<file path="src/rtl/turf_udp_pkg.sv">
// rtl/turf_udp_pkg.sv - shared UDP header field layout, timeserver constants and byte-swap helper
package turf_udp_pkg;

    localparam int HDR_IP_LSB   = 32;
    localparam int HDR_PORT_LSB = 16;
    localparam int HDR_LEN_LSB  = 0;

    localparam logic [15:0] TIMESERVER_PAYLOAD_LEN = 16'd4;

    typedef enum logic [2:0] {
        TC_IDLE,
        TC_SEND_HDR,
        TC_SEND_DATA,
        TC_WAIT_HDR,
        TC_WAIT_DATA,
        TC_DRAIN
    } tc_state_t;

    function automatic logic [31:0] hdr_ip(input logic [63:0] h);
        return h[HDR_IP_LSB +: 32];
    endfunction

    function automatic logic [15:0] hdr_port(input logic [63:0] h);
        return h[HDR_PORT_LSB +: 16];
    endfunction

    function automatic logic [15:0] hdr_len(input logic [63:0] h);
        return h[HDR_LEN_LSB +: 16];
    endfunction

    // Network order <-> host order for a 32-bit word.
    function automatic logic [31:0] bswap32(input logic [31:0] d);
        return {d[7:0], d[15:8], d[23:16], d[31:24]};
    endfunction

endpackage

</file>
<file path="src/rtl/udp_hdr_match.sv">
// rtl/udp_hdr_match.sv - registered compare of a UDP header beat against expected ip/port/length
module udp_hdr_match
    import turf_udp_pkg::*;
(
    input  logic        aclk,
    input  logic        aresetn,
    input  logic        hdr_tvalid,
    input  logic [63:0] hdr_tdata,
    input  logic [31:0] exp_ip,
    input  logic [15:0] exp_port,
    input  logic [15:0] exp_len,
    output logic        hit,
    output logic        match,
    output logic        ip_ok,
    output logic        len_ok
);

    always_ff @(posedge aclk or negedge aresetn) begin
        if (!aresetn) begin
            hit    <= 1'b0;
            match  <= 1'b0;
            ip_ok  <= 1'b0;
            len_ok <= 1'b0;
        end else begin
            hit    <= hdr_tvalid;
            match  <= (hdr_ip(hdr_tdata) == exp_ip) && (hdr_port(hdr_tdata) == exp_port);
            ip_ok  <= (hdr_ip(hdr_tdata) == exp_ip);
            len_ok <= (hdr_len(hdr_tdata) == exp_len);
        end
    end

endmodule

</file>
<file path="src/rtl/turf_udp_timeclient.sv">
// rtl/turf_udp_timeclient.sv - TURF UDP time-service client; TIMECLIENT_AUTOREQ_EN enables periodic requests
module turf_udp_timeclient
    import turf_udp_pkg::*;
#(
    parameter logic [31:0] TIMEOUT_CYCLES = 32'd250_000_000,
    parameter logic [31:0] AUTO_PERIOD    = 32'd125_000_000
) (
    input  logic        aclk,
    input  logic        aresetn,
    output logic [63:0] m_udphdr_tdata,
    output logic        m_udphdr_tvalid,
    input  logic        m_udphdr_tready,
    output logic [63:0] m_udpdata_tdata,
    output logic [7:0]  m_udpdata_tkeep,
    output logic        m_udpdata_tlast,
    output logic        m_udpdata_tvalid,
    input  logic        m_udpdata_tready,
    input  logic [63:0] s_udphdr_tdata,
    input  logic        s_udphdr_tvalid,
    output logic        s_udphdr_tready,
    input  logic [63:0] s_udpdata_tdata,
    input  logic [7:0]  s_udpdata_tkeep,
    input  logic        s_udpdata_tlast,
    input  logic        s_udpdata_tvalid,
    output logic        s_udpdata_tready,
    input  logic [31:0] server_ip_i,
    input  logic [15:0] server_port_i,
    input  logic        req_i,
    output logic [31:0] sec_o,
    output logic        sec_valid_o,
    output logic        timeout_o,
    output logic        busy_o,
    output logic [15:0] bad_count_o
);

    tc_state_t   state, state_n;
    logic [31:0] srv_ip, seq, timer;
    logic [15:0] srv_port;
    logic        req_any, expired, decide, hdr_ok, hdr_en;
    logic        latch_srv, seq_inc, timer_clr, sec_load, bad_inc, timeout_set;
    logic        hit_q, match_q, ip_ok_q, len_ok_q;
    logic        unused_ok;

`ifdef TIMECLIENT_AUTOREQ_EN
    logic [31:0] auto_cnt;
    logic        auto_tick;

    always_ff @(posedge aclk or negedge aresetn) begin
        if (!aresetn)
            auto_cnt <= '0;
        else if (auto_tick)
            auto_cnt <= '0;
        else
            auto_cnt <= auto_cnt + 32'd1;
    end

    // Ticks landing while busy are simply lost; IDLE is the only state that listens.
    assign auto_tick = (auto_cnt == AUTO_PERIOD - 32'd1);
    assign req_any   = req_i | auto_tick;
`else
    logic unused_auto;
    assign unused_auto = ^AUTO_PERIOD;
    assign req_any     = req_i;
`endif

    assign s_udphdr_tready  = 1'b1;
    assign s_udpdata_tready = 1'b1;
    assign busy_o           = (state != TC_IDLE);
    assign m_udphdr_tvalid  = (state == TC_SEND_HDR);
    assign m_udphdr_tdata   = {srv_ip, srv_port, TIMESERVER_PAYLOAD_LEN};
    assign m_udpdata_tvalid = (state == TC_SEND_DATA);
    assign m_udpdata_tdata  = {32'h0, bswap32(seq)};
    assign m_udpdata_tkeep  = 8'h0F;
    assign m_udpdata_tlast  = 1'b1;
    assign unused_ok        = ^{s_udpdata_tdata[63:32], s_udpdata_tkeep[7:4]};

    // The header compare is registered, so WAIT_HDR decides one cycle after the beat;
    // a data beat in that decision cycle is handled as if already in the target state.
    assign hdr_en  = s_udphdr_tvalid && (state == TC_WAIT_HDR) && !hit_q;
    assign decide  = (state == TC_WAIT_HDR) && hit_q;
    assign hdr_ok  = match_q && len_ok_q;
    assign expired = (timer >= TIMEOUT_CYCLES - 32'd1);

    udp_hdr_match u_hdr_match (
        .aclk       (aclk),
        .aresetn    (aresetn),
        .hdr_tvalid (hdr_en),
        .hdr_tdata  (s_udphdr_tdata),
        .exp_ip     (srv_ip),
        .exp_port   (srv_port),
        .exp_len    (TIMESERVER_PAYLOAD_LEN),
        .hit        (hit_q),
        .match      (match_q),
        .ip_ok      (ip_ok_q),
        .len_ok     (len_ok_q)
    );

    always_ff @(posedge aclk or negedge aresetn) begin
        if (!aresetn) state <= TC_IDLE;
        else          state <= state_n;
    end

    always_comb begin
        state_n     = state;
        latch_srv   = 1'b0;
        seq_inc     = 1'b0;
        timer_clr   = 1'b0;
        sec_load    = 1'b0;
        bad_inc     = 1'b0;
        timeout_set = 1'b0;
        case (state)
            TC_IDLE: if (req_any) begin
                latch_srv = 1'b1;
                state_n   = TC_SEND_HDR;
            end
            TC_SEND_HDR: if (m_udphdr_tready) state_n = TC_SEND_DATA;
            TC_SEND_DATA: if (m_udpdata_tready) begin
                state_n   = TC_WAIT_HDR;
                timer_clr = 1'b1;
                seq_inc   = 1'b1;
            end
            TC_WAIT_HDR: begin
                if (decide) begin
                    state_n = hdr_ok ? TC_WAIT_DATA : TC_DRAIN;
                    bad_inc = !hdr_ok && ip_ok_q;
                end else if (!s_udphdr_tvalid && expired) begin
                    state_n     = TC_IDLE;
                    timeout_set = 1'b1;
                end
            end
            default: ;
        endcase
        if (s_udpdata_tvalid) begin
            if (state == TC_WAIT_DATA || (decide && hdr_ok)) begin
                if (s_udpdata_tlast && s_udpdata_tkeep[3:0] == 4'hF) begin
                    sec_load = 1'b1;
                    state_n  = TC_IDLE;
                end else begin
                    bad_inc = 1'b1;
                    state_n = s_udpdata_tlast ? TC_WAIT_HDR : TC_DRAIN;
                end
            end else if ((state == TC_DRAIN || (decide && !hdr_ok)) && s_udpdata_tlast) begin
                state_n     = expired ? TC_IDLE : TC_WAIT_HDR;
                timeout_set = expired;
            end
        end
    end

    always_ff @(posedge aclk or negedge aresetn) begin
        if (!aresetn) begin
            srv_ip      <= '0;
            srv_port    <= '0;
            seq         <= '0;
            timer       <= '0;
            sec_o       <= '0;
            sec_valid_o <= 1'b0;
            timeout_o   <= 1'b0;
            bad_count_o <= '0;
        end else begin
            if (latch_srv) begin
                srv_ip   <= server_ip_i;
                srv_port <= server_port_i;
            end
            if (seq_inc)
                seq <= seq + 32'd1;
            if (timer_clr)
                timer <= '0;
            else if (state inside {TC_WAIT_HDR, TC_WAIT_DATA, TC_DRAIN} && timer != 32'hFFFF_FFFF)
                timer <= timer + 32'd1;
            if (sec_load)
                sec_o <= bswap32(s_udpdata_tdata[31:0]);
            sec_valid_o <= sec_load;
            timeout_o   <= timeout_set;
            if (bad_inc && bad_count_o != 16'hFFFF)
                bad_count_o <= bad_count_o + 16'd1;
        end
    end

endmodule

</file>
<file path="config.mk">
export PLATFORM = sky130hd
export DESIGN_NAME = turf_udp_timeclient
export DESIGN_NICKNAME = d
export VERILOG_FILES = /design/src/rtl/turf_udp_pkg.sv /design/src/rtl/udp_hdr_match.sv /design/src/rtl/turf_udp_timeclient.sv
export SDC_FILE = /design/constraint.sdc
export NUM_CORES = 1
export LEC_CHECK = 0
export ABC_AREA = 1
export BUFFER_PORTS_ARGS = -buffer_cell sky130_fd_sc_hd__buf_2
export CORE_MARGIN = 2
export CORE_UTILIZATION = 41
export CTS_BUF_LIST = sky130_fd_sc_hd__clkbuf_16
export DETAILED_ROUTE_END_ITERATION = 12
export PLACE_DENSITY = 0.7
export SLEW_MARGIN = 15
export SYNTH_ARGS = -nofsm -noshare
export SYNTH_HDL_FRONTEND = slang
export SYNTH_HIERARCHICAL = 1
export SYNTH_SLANG_ARGS = --single-unit
</file>
<file path="constraint.sdc">
create_clock -name aclk -period 2.3 [get_ports aclk]
set_input_delay 0.345 -clock aclk [delete_from_list [all_inputs] [get_ports aclk]]
set_output_delay 0.345 -clock aclk [all_outputs]
set_load 0.1 [all_outputs]
</file>
==> flow_summary.toml, run 1 <==
[synthesis]
yosysTopAreaCellShare_pct = 44.8
ys_seq_area_share_pct = 44.8
avgSynthCellArea_um2 = 8.93
ys_warn_count = 6
yosys.area.top_type = "dfrtp_1"
synth_area_um2 = 9440
ys_seq_elements = 169
syn_inst = 1057
synth.distinct_cells = 53
synth_area_leaders = "dfrtp_1 45%, nand2_1 8.3%, mux2_2 5.7%"

[floorplan]
num_io_pins = 384
core_um2 = 22600
initial_utilization_pct = 41.7
num_rows = 55
die_y_um = 156
fp.dieArea_um2 = 24200
die_w_um = 156

[cells_and_area]
num-fill-cells = 2118
final-instance-count-excl-fill = 1684
multi_input_area_um2 = 4450
drive_gt1_share_pct = 30.9
nets = 1577
syn_to_final_growth_pct = 24.4
seq_area_um2 = 4230
final_area_um2 = 11700

[global_route]
grt_overflow = 0
met3_usage_pct = 4.03
top_usage_layer = "met2"
grt_util_all_layers_pct = 19.8
use_met2_pct = 34.9
grt_pass1_wl_um = 38100
grt_max_degree = 56
met1_usage_pct = 24.4
grt_pass1_vias = 7593
grt_antenna_before_repair = 4

[drt]
vias = 7892
routed_wl_um = 24000
drc_errors = 0
avgRoutedWirePerCell_um = 14.3
drt_iter0_drc = 471
ant_nets = 0
routed_via_density = 4.69
drt-pass1-iter-count = 6

[setup_path]
end_kind = "output pin"
crit_fanout = 5
path_delay_family = "buffers and inverters"
r2r-start = "state[1]$_DFF_PN0_"
start_kind = "flip-flop"
worst-r2r-setup-slack_ns = 0.16
crit_start = "state[1]$_DFF_PN0_"
crit_path_top_delay_cell = "dfrtp_1"
critPathMaxStageDelay_ns = 0.45
cp.depth = 4
cp-endpoint = "m_udpdata_tvalid"
path_buf_inv = 3
crit_path_cell_trace = "inv_2 -> nor3_4 -> buf_4 -> buf_2"
r2r_end = "seq[26]$_DFFE_PN0P_"
worst-r2r-cell-count = 10
crit_required_ns = 1.96
path_class = "reg -> out"
arrival_ns = 1.80

[timing]
slew_violations = 0
finClkSkew_ns = 0.0136
hold_violations = 0
finalCritPeriodShare_pct = 93.4
worst_pin_slew_ns = 0.552
whs_ns = 0.120
maxSlewHeadroom_pct = 63.4
setup_tns_ns = 0
setup_viol_count_final = 0
max_freq_mhz = 466
rsz0062_at_grt = "false"
period_needed_ns = 2.15

[clock_tree]
tritoncts = "done"
post_cts_buffers = 0
cts_sinks = 169
clk_pin_slew_worst_paths_ns = 0.07
clock_latency_ns = 0.43
cts-root-buf = "clkbuf_16"
htreeDepth = 4
clk_path_buf_depth = 2
cts_made_buffers = 17

[placed_design]
gp_congestion = 0.878
dp_hpwl_um = 19200
place_area_um2 = 11200
dpl.cell_count = 1647
io_buffers = 288

[power]
power_density_nw_per_um2 = 1330
p_leak_uw = 0.00654
ir_worst_vdd_uv = 1940

[worst_hold_path]
hp-start = "s_udpdata_tdata[5]"
holdCritPathClass = "in -> reg"

[job]
drv_cap = 0

[run_status]
status = "completed"
## synth_stat cells, drive strengths merged
cell     count
a21boi       1
o31ai        2
a21oi       22
xor2        37
nor3b        1
clkbuf       3
dfrtp      169
a22o         1
o311ai       1
a2bb2oi      1
or2          3
buf         70
mux2i       32
conb         2
nand3       36
nor2        93
o211ai       1
o21ai       27
and2         1
o21a         4
xnor2       60
ha           3
nand3b       4
nor4         3
nand2      216
mux2        48
a22oi        1
nor3        50
nand4       24
a31oi        1
inv        138
o22ai        1
a211oi       1
## worst min-delay path by stage
stage / slack, ns / cells after the start / end
6_report: 0.12 / 3 / sec_o[29]$_DFFE_PN0P_
5_1_grt: 0.11 / 3 / sec_o[6]$_DFFE_PN0P_
4_1_cts: 0.10 / 3 / sec_o[26]$_DFFE_PN0P_
3_5_place_dp: 0.30 / 1 / seq[6]$_DFFE_PN0P_
3_3_place_gp: 0.30 / 1 / seq[10]$_DFFE_PN0P_
2_1_floorplan: 0.05 / 0 / bad_count_o[0]$_DFFE_PN0P_
## per-stage QoR
stage / power (uW) / worst slack [ns] / util (%)
global placement: 12800 / 0.236 / 49.3
detailed placement: 12900 / 0.182 / 49.3
finish: 15600 / 0.152 / 51.8
floorplan: 11400 / -0.245 / -
CTS: 15700 / 0.129 / 51.8
global route: 16200 / 0.0203 / 51.8
## sequential cells by signal, indices dropped and copies added, names as in the netlist
register and flops:
timer 32, state 3, sec_o 32, u_hdr_match/hit 1, u_hdr_match/match 1, u_hdr_match/ip_ok 1, u_hdr_match/len_ok 1, bad_count_o 16
timeout_o 1, srv_port 16, sec_valid_o 1, seq 32, srv_ip 32
## cells by family after synthesis
kind of cell,after synthesis,share of synthesized area [%]
AOI/OAI and AO/OA,64,4.12
buffers and inverters,211,11.2
adders and majority gates,3,0.398
other,2,0.0796
DFF,169,44.8
muxes,80,9.12
and+or+nand+nor,431,21.3
xor gates and xnor gates,97,9.00
## metal layers
layer  share of wire (%)  vias up
met1                  41     3724
li1                    -     3885
met5                   0        -
met4                 2.3        0
met2                  51      251
met3                 5.1       32
## cells in the final DEF (no fill, tap or decap), types with 23 or more instances in the layout
| cell type | Yosys | final |
|---|---|---|
| buf_2 | 5 | 287 |
| nand2_1 | 208 | 208 |
| dfrtp_1 | 169 | 165 |
| inv_1 | 134 | 135 |
| nor2_1 | 82 | 82 |
| conb_1 | 2 | 77 |
| xnor2_1 | 60 | 60 |
| mux2_2 | 48 | 48 |
| nor3_1 | 45 | 44 |
| xor2_1 | 37 | 37 |
| mux2i_1 | 32 | 32 |
| nand3_1 | 32 | 31 |
| nand4_1 | 23 | 23 |
## power by group
part           internal (uW)  switching, uW
combinational           1670           6730
clock                   1430           1320
sequential              3690            730
## worst reg2reg max path, cell delays in order, from the launching register on
cell	delay, ns
dfrtp_1	0.45
inv_2	0.09
nor3_4	0.23
nand2_2	0.21
nor2_2	0.18
nand4_1	0.19
nor2_1	0.13
nand2_1	0.13
nor2_1	0.19
nand2_1	0.09
xor2_1	0.14
## layout make-up
class	count	area share, %
multi-input combinational	752	37.9
tap	285	3.04
sequential	169	36.1
clock buffer	17	3.62
inverter	138	4.41
clock inverter	15	1.15
antenna	4	0.0853
timing repair buffer	304	13.7
## what timing repair did
action / 4_1_cts / 5_1_grt
hold buffers: 1 / 0
gates resized for setup: 0 / 0
hold endpoints to repair: 37 / 0
Note: power is estimated with default switching activity, not from simulation.
==> run 2: changes to the inputs <==
--- a/config.mk
+++ b/config.mk
@@ -11,6 +11,7 @@
 export CORE_UTILIZATION = 41
 export CTS_BUF_LIST = sky130_fd_sc_hd__clkbuf_16
 export DETAILED_ROUTE_END_ITERATION = 12
+export MAX_ROUTING_LAYER = met4
 export PLACE_DENSITY = 0.7
 export SLEW_MARGIN = 15
 export SYNTH_ARGS = -nofsm -noshare
==> constraint.sdc (replaced) <==
create_clock -name aclk -period 2.78 [get_ports aclk]
set_input_delay 0.417 -clock aclk [delete_from_list [all_inputs] [get_ports aclk]]
set_output_delay 0.417 -clock aclk [all_outputs]
set_load 0.1 [all_outputs]
==> flow_summary.toml, run 2 (same netlist as run 1, synthesis figures left out) <==
[clock_tree]
cts_sinks = 169
ctsHoldBuffers = 1
clk_path_buf_depth = 2
post_cts_buffers = 0
htreeDepth = 4
tritoncts = "done"
cts-resized-gates = 0
cts-root-buf = "clkbuf_16"
clock_latency_ns = 0.43
clk_pin_slew_worst_paths_ns = 0.08
cts_made_buffers = 17

[global_route]
grt_antenna_before_repair = 6
grt_max_degree = 63
grt_overflow = 0
grt_pass1_wl_um = 38000
grt_pass1_vias = 7590
grt_util_all_layers_pct = 20.4

[timing]
finClkSkew_ns = 0.0157
rsz0062_at_grt = "false"
worst_pin_slew_ns = 0.758
hold_violations = 0
setup_viol_count_final = 0
setup_tns_ns = 0
slew_violations = 0
max_freq_mhz = 442
period_needed_ns = 2.26
maxSlewHeadroom_pct = 49.1
finalCritPeriodShare_pct = 81.4

[drt]
vias = 7855
drt_iter0_drc = 443
ant_nets = 0
drc_errors = 0
routed_wl_um = 24100
drt-pass1-iter-count = 4
avgRoutedWirePerCell_um = 14.3
routed_via_density = 4.68

[power]
ir_worst_vdd_uv = 1530
p_leak_uw = 0.00653
power_density_nw_per_um2 = 1110

[floorplan]
num_io_pins = 384
num_rows = 55
initial_utilization_pct = 41.7
die_y_um = 156
die_w_um = 156
core_um2 = 22600
fp.dieArea_um2 = 24200

[setup_path]
arrival_ns = 2.58
start_kind = "flip-flop"
crit_fanout = 34
path_class = "reg -> reg"
crit_required_ns = 3.10
end_kind = "flip-flop"

[cells_and_area]
final-instance-count-excl-fill = 1678
layout_common_cells = "287 x buf_2, 208 x nand2_1, 169 x dfrtp_1"
num-fill-cells = 2113
final_common_cell = "buf_2"
seq_area_um2 = 4230
nets = 1569
final_area_um2 = 11700
drive_gt1_share_pct = 30.2
multi_input_area_um2 = 4450
syn_to_final_growth_pct = 24.0

[run_status]
status = "completed"

[placed_design]
gp_congestion = 0.898
dp_hpwl_um = 19000
dpl.cell_count = 1639
place_area_um2 = 11100
io_buffers = 288

[worst_hold_path]
holdCritPathClass = "in -> reg"

[job]
drv_cap = 0
## run 2: changes by cell type in the layout (fill, tap and decap cells not counted)
cell / previous run / this run
buf_12: 3 / 2
buf_4: 12 / 5
bufinv_16: 0 / 1
clkinv_1: 0 / 1
clkinv_8: 0 / 2
clkinvlp_4: 3 / 0
dfrtp_1: 165 / 169
dfrtp_2: 4 / 0
diode_2: 4 / 6
inv_1: 135 / 134
nor2_2: 5 / 6
nor2_4: 6 / 5
## run 2: per-stage QoR
stage / hold slack [ns] / power, uW / utilization, % / setup slack, ns
floorplan: 0.121 / 9420 / - / 0.198
global placement: 0.431 / 10600 / 48.9 / 0.597
detailed placement: 0.426 / 10600 / 48.9 / 0.523
CTS: 0.173 / 13100 / 51.6 / 0.490
global route: 0.172 / 13600 / 51.7 / 0.301
finish: 0.189 / 13000 / 51.7 / 0.518
## run 2: final cells by class
type	count	area share (%)
Sequential cell	169	36.1
Clock buffer	17	3.64
Clock inverter	15	1.50
Inverter	138	4.43
Timing Repair Buffer	296	13.1
Multi-Input combinational cell	752	38.0
Tap cell	285	3.05
Antenna cell	6	0.128
## run 2: path summary, 6_finish.rpt
| path | startpoint | to | slack (ns) | cells past startpoint |
|---|---|---|---|---|
| min reg2reg | u_hdr_match/hit$_DFF_PN0_ | u_hdr_match/hit$_DFF_PN0_ | 0.47 | 1 |
| max in group asynchronous | aresetn | srv_ip[5]$_DFFE_PN0P_ | 1.42 | 3 |
| min in group asynchronous | aresetn | seq[30]$_DFFE_PN0P_ | 0.52 | 2 |
| max reg2reg | state[2]$_DFF_PN0_ | sec_o[21]$_DFFE_PN0P_ | 0.52 | 8 |
| min | s_udpdata_tdata[3] | sec_o[27]$_DFFE_PN0P_ | 0.19 | 3 |
| max | state[2]$_DFF_PN0_ | sec_o[21]$_DFFE_PN0P_ | 0.52 | 8 |
## run 2: power by group
group / leakage (uW) / internal, uW / total, uW / switching (uW)
logic: 0.00403 / 1370 / 6890 / 5520
registers: 0.00220 / 3050 / 3690 / 647
clock network: 0.000296 / 1290 / 2420 / 1130
total: 0.00653 / 5710 / 13000 / 7290
## run 2: worst max-delay path: stages, from the launching register on
cell	delay (ns)
dfrtp_1	0.52
nor3_2	0.26
nand2_1	0.13
nor2_2	0.13
a21oi_2	0.09
inv_2	0.12
nand3_4	0.48
mux2i_1	0.37
inv_1	0.06
## run 2: per-layer routing
metal | global-route usage [%] | vias to the layer above | share of wire [%]
met5 | - | - | 0
met4 | 6.73 | 0 | 1.6
met3 | 3.39 | 28 | 4.6
met2 | 35.0 | 251 | 52
met1 | 24.6 | 3703 | 42
li1 | - | 3873 | -
==> run 3: changes to the inputs <==
--- a/config.mk
+++ b/config.mk
@@ -12,7 +12,7 @@
 export CTS_BUF_LIST = sky130_fd_sc_hd__clkbuf_16
 export DETAILED_ROUTE_END_ITERATION = 12
 export MAX_ROUTING_LAYER = met4
-export PLACE_DENSITY = 0.7
+export PLACE_DENSITY = 0.72
 export SLEW_MARGIN = 15
 export SYNTH_ARGS = -nofsm -noshare
 export SYNTH_HDL_FRONTEND = slang
==> constraint.sdc (replaced) <==
create_clock -name aclk -period 1.98 [get_ports aclk]
set_input_delay 0.297 -clock aclk [delete_from_list [all_inputs] [get_ports aclk]]
set_output_delay 0.297 -clock aclk [all_outputs]
set_load 0.1 [all_outputs]
==> flow_summary.toml, run 3 (same netlist as run 1, synthesis figures left out) <==
[setup_path]
arrival_ns = 1.59
crit_required_ns = 1.68
path_class = "reg -> out"
start_kind = "flip-flop"
crit_fanout = 7
end_kind = "output pin"

[placed_design]
io_buffers = 288
place_area_um2 = 11400
dp_hpwl_um = 19400
gp_congestion = 0.888

[floorplan]
core_um2 = 22600
initial_utilization_pct = 41.7
die_y_um = 156
num_rows = 55
num_io_pins = 384
fp.dieArea_um2 = 24200
die_w_um = 156

[timing]
maxSlewHeadroom_pct = 64.5
hold_violations = 0
whs_ns = 0.0688
finClkSkew_ns = 0.0161
max_freq_mhz = 530
rsz0062_at_grt = "true"
worst_pin_slew_ns = 0.537
setup_viol_count_final = 0
finalCritPeriodShare_pct = 95.3
period_needed_ns = 1.89
slew_violations = 0

[drt]
vias = 7941
drt_iter0_drc = 303
routed_wl_um = 24700
avgRoutedWirePerCell_um = 14.5
drt-pass1-iter-count = 5
ant_nets = 0
routed_via_density = 4.66
drc_errors = 0

[cells_and_area]
layout_common_cells = "284 x buf_2, 206 x nand2_1, 149 x dfrtp_1"
drive_gt1_share_pct = 34.1
syn_to_final_growth_pct = 28.0
nets = 1598
num-fill-cells = 2103
final_common_cell = "buf_2"
final_area_um2 = 12100

[clock_tree]
clock_latency_ns = 0.42
tritoncts = "done"
cts-root-buf = "clkbuf_16"
htreeDepth = 4
cts_made_buffers = 17
cts_sinks = 169
clk_path_buf_depth = 2
clk_pin_slew_worst_paths_ns = 0.08

[worst_hold_path]
holdCritPathClass = "in -> reg"

[global_route]
grt_pass1_vias = 7525
grt_antenna_before_repair = 3
grt_max_degree = 61
grt_overflow = 0
grt_pass1_wl_um = 37700
grt_util_all_layers_pct = 20.2

[job]
drv_cap = 0

[power]
p_leak_uw = 0.00669
power_density_nw_per_um2 = 1530
ir_worst_vdd_uv = 1510

[run_status]
status = "completed"
==> run 3: changes by cell type in the layout (fill, tap and decap cells not counted), sizes merged <==
cell	change
buf	+28
clkinv	-3
clkinvlp	+3
diode	-3
clkbuf	+1
==> run 3: critical path, stage by stage (launching register included) <==
cell and delay, ns:
dfrtp_1 0.43, buf_4 0.19, nor3_2 0.32, buf_12 0.23
==> run 3: where the power goes <==
group | switching, uW | internal (uW)
logic | 7920 | 2150
registers | 823 | 4300
clock network | 1510 | 1760
total | 10300 | 8220
==> run 3: layout make-up <==
type                            instances  area (um2)  share of cell area (%)
Antenna cell                            3        7.51                  0.0622
Clock buffer                           17         425                    3.52
Clock inverter                         15         140                    1.16
Inverter                              138         520                    4.31
Multi-Input combinational cell        752        4530                    37.5
Sequential cell                       169        4260                    35.3
Tap cell                              285         357                    2.95
Timing Repair Buffer                  325        1840                    15.2
==> run 3: timing repair <==
action / in CTS / in global routing
pin swaps: 1 / 4
gates resized for setup: 1 / 18
setup buffers: 0 / 3
hold buffers: 1 / 0
endpoints found under the setup margin: 2 / 57
hold endpoints to repair: 147 / 0
==> run 3: final timing paths <==
check	start	to	slack, ns	cells after the start
max	state[2]$_DFF_PN0_	m_udphdr_tvalid	0.09	3
min	s_udpdata_tdata[3]	sec_o[27]$_DFFE_PN0P_	0.07	3
max reg2reg	timer[1]$_DFFE_PN0P_	timer[31]$_DFFE_PN0P_	0.11	10
min reg2reg	u_hdr_match/hit$_DFF_PN0_	u_hdr_match/hit$_DFF_PN0_	0.48	1
max in group asynchronous	aresetn	sec_o[0]$_DFFE_PN0P_	1.15	3
min in group asynchronous	aresetn	seq[26]$_DFFE_PN0P_	0.25	2
==> run 3: stage by stage <==
step | setup WS (ns) | util, % | instances | total power (uW) | TNS (ns)
6_report | 0.0934 | 53.3 | 1704 | 18500 | 0
5_1_grt | -0.00870 | 53.3 | 1704 | 19200 | -0.0273
2_1_floorplan | -0.565 | - | 1132 | 13300 | -14.08
4_1_cts | 0.00109 | 52.9 | 1698 | 18500 | 0
3_3_place_gp | 0.0594 | 50.4 | 1665 | 15100 | 0
3_5_place_dp | 0.00663 | 50.4 | 1665 | 15200 | 0
==> run 3: per-layer routing <==
metal	up-vias	global-route usage, %	share of wire [%]
li1	3933	-	-
met1	3737	25.1	43
met2	246	34.0	51
met3	25	3.61	4.5
met4	0	5.64	1.5
met5	-	-	0
